[src/rtl/pipeline_hazard_ctrl.sv]
// Hazard/sequencing control for PC, IF/ID, ID/EX: load-use bubbles, redirect flush, mem-busy freeze.
// Latency: outputs combinational from state+inputs; mem_busy_i freezes every stage (watchdog flags long waits).
// Optional HAZ_PERF_CNT_EN adds saturating stall_cycles_o / flush_events_o counters.
module pipeline_hazard_ctrl #(
    parameter int LOAD_LAT = 1,
    parameter int MAX_WAIT = 255
) (
    input  logic       clk,
    input  logic       reset,
    input  logic [4:0] id_rs1_i,
    input  logic [4:0] id_rs2_i,
    input  logic       id_uses_rs1_i,
    input  logic       id_uses_rs2_i,
    input  logic [4:0] ex_rd_i,
    input  logic       ex_mem_read_i,
    input  logic       ex_branch_taken_i,
    input  logic       ex_jalr_i,
    input  logic       mem_busy_i,
    output logic       pc_write_en_o,
    output logic       if_id_write_en_o,
    output logic       id_ex_write_en_o,
    output logic       if_id_flush_o,
    output logic       id_ex_flush_o,
`ifdef HAZ_PERF_CNT_EN
    output logic [31:0] stall_cycles_o,
    output logic [31:0] flush_events_o,
`endif
    output logic       mem_timeout_o
);

    typedef enum logic [1:0] {RUN, LU_STALL, MEM_WAIT} state_t;

    localparam logic [2:0] BUBBLE_INIT = 3'(LOAD_LAT - 1);
    localparam logic [7:0] WAIT_MAX    = 8'(MAX_WAIT);

    state_t     state_q, state_d, resume_q, resume_d, eff_state;
    logic [2:0] bubble_q, bubble_d;
    logic [7:0] wait_q, wait_d;
    logic       timeout_d;
    logic       load_use, redirect;

    assign load_use = ex_mem_read_i && (ex_rd_i != 5'd0) &&
                      ((id_uses_rs1_i && (id_rs1_i == ex_rd_i)) ||
                       (id_uses_rs2_i && (id_rs2_i == ex_rd_i)));
    assign redirect = ex_branch_taken_i | ex_jalr_i;

    // The cycle memory becomes ready already behaves as the interrupted state.
    assign eff_state = (state_q == MEM_WAIT) ? resume_q : state_q;

    always_comb begin
        pc_write_en_o    = 1'b0;
        if_id_write_en_o = 1'b0;
        id_ex_write_en_o = 1'b0;
        if_id_flush_o    = 1'b0;
        id_ex_flush_o    = 1'b0;
        state_d          = state_q;
        resume_d         = resume_q;
        bubble_d         = bubble_q;
        wait_d           = wait_q;
        timeout_d        = mem_timeout_o;

        if (mem_busy_i && (state_q == MEM_WAIT)) begin
            if (wait_q == WAIT_MAX) begin
                timeout_d = 1'b1;
            end else begin
                wait_d = wait_q + 8'd1;
            end
        end else if (mem_busy_i) begin
            state_d  = MEM_WAIT;
            resume_d = state_q;
            wait_d   = 8'd1;
        end else begin
            wait_d  = 8'd0;
            state_d = eff_state;
            if (redirect) begin
                // Squashing ID makes any coincident load-use irrelevant.
                pc_write_en_o    = 1'b1;
                if_id_write_en_o = 1'b1;
                id_ex_write_en_o = 1'b1;
                if_id_flush_o    = 1'b1;
                id_ex_flush_o    = 1'b1;
                state_d          = RUN;
                bubble_d         = 3'd0;
            end else if ((eff_state == LU_STALL) || load_use) begin
                id_ex_write_en_o = 1'b1;
                id_ex_flush_o    = 1'b1;
                if (eff_state == LU_STALL) begin
                    if (bubble_q > 3'd1) begin
                        bubble_d = bubble_q - 3'd1;
                        state_d  = LU_STALL;
                    end else begin
                        bubble_d = 3'd0;
                        state_d  = RUN;
                    end
                end else if (LOAD_LAT > 1) begin
                    bubble_d = BUBBLE_INIT;
                    state_d  = LU_STALL;
                end else begin
                    state_d  = RUN;
                end
            end else begin
                pc_write_en_o    = 1'b1;
                if_id_write_en_o = 1'b1;
                id_ex_write_en_o = 1'b1;
            end
        end

        if (reset) begin
            pc_write_en_o    = 1'b0;
            if_id_write_en_o = 1'b0;
            id_ex_write_en_o = 1'b0;
            if_id_flush_o    = 1'b0;
            id_ex_flush_o    = 1'b0;
        end
    end

    always_ff @(posedge clk) begin
        if (reset) begin
            state_q       <= RUN;
            resume_q      <= RUN;
            bubble_q      <= 3'd0;
            wait_q        <= 8'd0;
            mem_timeout_o <= 1'b0;
        end else begin
            state_q       <= state_d;
            resume_q      <= resume_d;
            bubble_q      <= bubble_d;
            wait_q        <= wait_d;
            mem_timeout_o <= timeout_d;
        end
    end

`ifdef HAZ_PERF_CNT_EN
    always_ff @(posedge clk) begin
        if (reset) begin
            stall_cycles_o <= 32'd0;
            flush_events_o <= 32'd0;
        end else begin
            if (!pc_write_en_o && (stall_cycles_o != 32'hFFFF_FFFF))
                stall_cycles_o <= stall_cycles_o + 32'd1;
            if (if_id_flush_o && (flush_events_o != 32'hFFFF_FFFF))
                flush_events_o <= flush_events_o + 32'd1;
        end
    end
`endif

endmodule

[config.mk]
export PLATFORM = sky130hd
export DESIGN_NAME = pipeline_hazard_ctrl
export DESIGN_NICKNAME = d
export VERILOG_FILES = /design/src/rtl/pipeline_hazard_ctrl.sv
export SDC_FILE = /design/constraint.sdc
export NUM_CORES = 1
export LEC_CHECK = 0
export ABC_AREA = 1
export CAP_MARGIN = 15
export CORE_MARGIN = 2
export CORE_UTILIZATION = 50
export CTS_BUF_LIST = sky130_fd_sc_hd__clkbuf_2 sky130_fd_sc_hd__clkbuf_4 sky130_fd_sc_hd__clkbuf_8
export DETAILED_ROUTE_END_ITERATION = 10
export HOLD_SLACK_MARGIN = 0.15
export PLACE_DENSITY_LB_ADDON = 0.1
export SLEW_MARGIN = 20
export SYNTH_ARGS = -nofsm -noshare
export SYNTH_HDL_FRONTEND = slang
export SYNTH_SLANG_ARGS = --single-unit
export TNS_END_PERCENT = 20
[constraint.sdc]
create_clock -name clk -period 3.2 [get_ports clk]
set_input_delay 0.32 -clock clk [delete_from_list [all_inputs] [get_ports clk]]
set_output_delay 0.32 -clock clk [all_outputs]
set_load 0.02 [all_outputs]
==> qor.yml <==
worst_pin_slew_ns: 0.411
cp_data_required_time_ns: 2.88
finalNonFillerCells: 222
tritoncts: "yes"
path_max_fanout: 4
die-height_microns: 49.7
wirelength_microns: 2250
io_buffers: 28
dpl.hpwl_microns: 1890
synth_edf_count: 0
yosysTopAreaCellShare_pct: 30.7
grt_pass1_vias: 1054
pre_cts_ws_ns: 0.709
drt_iter0_drc: 13
pin_count: 29
worstSetupEndpointType: "output port"
die_area_sq_um: 2470
power_leakage_uw: 0.000654
ys_async_sr_fraction_pct: 0
num_antenna_cells: 0
clock_path_buffers: 2
via_per_inst: 4.80
fin_ws_ns: 0.715
critPathKind: "in2out"
cts-resized-gates: 0
status: "finished clean"
grt_overflow: 0
synth_area_per_cell_sq_um: 6.32
max-cap-violations: 0
fmax_mhz: 402
seq_area_frac_synth_pct: 30.7
internal_power_uw: 292
syn-cell-area_sq_um: 1040
track_usage_pct: 21.5
clk_latency_ns: 0.29
numClockSinks: 16
grt_antenna_before_repair: 0
cellPowerDensity_nw_per_um2: 290
grtUsageMet2_pct: 38.9
clk_pin_slew_ns: 0.09
rsz0062_at_grt: "no"
fin_nets: 223
finalCriticalPeriod_ns: 2.48
p_sw_uw: 106
yosys_warnings: 0
vias: 1065
setup_viol: 0
grt_max_degree: 9
synth_top_area_cell: "dfxtp_1"
core_area_sq_um: 1960
combPwrFrac_pct: 22.2
hold_violations: 0
grt_pass1_wl_microns: 4180
drc: 0
rows: 16
ant_nets: 0
arrival_ns: 2.16
synth-seq-cells: 16
synth_area_leaders: "dfxtp_1 31%, nand2_1 14%, inv_1 9.4%"
hold_class: "reg2reg"
clk_root_buffer_cell: "clkbuf_4"
ys_types: 29
postCtsSetupRepairBufs: 0
drv_slew: 0
wl_per_cell_microns: 10.1
setup.worst_path.start_class: "input pin"
syn_to_final_growth_pct: 31.5
p_clk_share_pct: 26.2
seq_power_share_pct: 51.6
synth_ff_type: "dfxtp_1"
finalClockSkew_ns: 0.00185
period_share_pct: 77.6
die_w_microns: 49.7
numCtsBuffers: 3
start_util_pct: 53.2
grtUsageMet1_pct: 24.4
slew_headroom_pct: 72.5
htreeDepth: 1
synthTopCellsByCount: "40 x nand2_1, 26 x inv_1, 21 x nor2_1, 16 x dfxtp_1, 11 x a21oi_1"
use_met3_pct: 7.27
syn_nets: 191
synth_cells: 165
grt-busiest-layer: "met2"
switching_share_pct: 26.7
globalplace.congestion: 0.833
cts_hold_buf: 0
dr.pass1.iters: 4
layout-drive-gt1-share_pct: 11.8
placed_cells: 219
setup_tns_ns: 0
synth.most_common_cell: "nand2_1"
peakVddDrop_mv: 0.264
sequential cells by signal (all words and copies together), names as in the netlist:
| name | count |
|---|---|
| state_q | 2 |
| wait_q | 8 |
| mem_timeout_o | 1 |
| bubble_q | 3 |
| resume_q | 2 |
final timing paths:
| kind | start | endpoint | slack, ns | cells after the start |
|---|---|---|---|---|
| setup / recovery | ex_rd_i[4] | id_ex_flush_o | 0.72 | 10 |
| hold / removal | mem_timeout_o | mem_timeout_o | 0.47 | 2 |
| setup reg to reg | wait_q[0] | wait_q[5] | 1.77 | 8 |
| hold reg to reg | mem_timeout_o | mem_timeout_o | 0.47 | 2 |
area by class of cell:
class / count / area (sq um)
Clock buffer: 3 / 22.5
Multi-Input combinational cell: 114 / 588
Sequential cell: 16 / 320
Timing Repair Buffer: 28 / 280
Tap cell: 27 / 33.8
Inverter: 34 / 128
Fill cell: 172 / 589
through the flow:
| step | util (%) | power, uW | cell area [sq um] | hold WS (ns) |
|---|---|---|---|---|
| 2_1_floorplan | - | 254 | 1040 | 0.389 |
| 3_3_place_gp | 68.8 | 296 | 1350 | 0.437 |
| 3_5_place_dp | 68.8 | 299 | 1350 | 0.463 |
| 4_1_cts | 70.0 | 404 | 1370 | 0.476 |
| 5_1_grt | 70.0 | 420 | 1370 | 0.504 |
| 6_report | 70.0 | 398 | 1370 | 0.472 |
cells in the final DEF (no fill, tap or decap), drive strengths merged:
master | Yosys | routed
nor3 | 2 | 2
clkdlybuf4s50 | 0 | 28
a31oi | 1 | 1
a21oi | 12 | 12
a211oi | 1 | 1
xor2 | 1 | 1
nor2 | 25 | 25
nand3 | 10 | 10
nand4 | 3 | 3
inv | 33 | 33
dfxtp | 16 | 16
a31o | 1 | 1
o211ai | 1 | 1
clkbuf | 0 | 3
o21bai | 1 | 1
ha | 3 | 3
o211a | 1 | 1
clkinv | 1 | 1
o21ai | 6 | 6
o22ai | 1 | 1
nand2 | 45 | 45
routing by layer:
metal  vias to the layer above  part of all wire, %  routed length, microns
li1                        582                    -                       -
met1                       448                   45                    1010
met2                        33                   47                    1060
met3                         2                  7.2                     162
met4                         0                 0.36                       8
met5                         -                    0                       0
cells by family after synthesis:
logic type	share of synthesized area, %
buf+inv	12.9
compound gates	14.2
flops	30.7
fa+ha+maj	3.60
xor+xnor	0.839
simple gates	37.8
power groups by stage:
stage / clock (uW) / sequential [uW] / combinational (uW)
floorplan: 0 / 209 / 44.4
global placement: 0 / 210 / 86.0
detailed placement: 0 / 210 / 88.8
CTS: 110 / 205 / 88.9
global route: 115 / 206 / 99.8
finish: 104 / 205 / 88.5
critical path, cell delays in order:
cell and delay [ns]:
clkdlybuf4s50_1 0.52, inv_1 0.07, nand2_1 0.06, nand2_1 0.05, nor2_1 0.10, nand3_1 0.08
nand2_1 0.07, nand2_1 0.09, a21oi_1 0.17, clkdlybuf4s50_1 0.64
No activity file was read; power rests on OpenSTA's default activity.
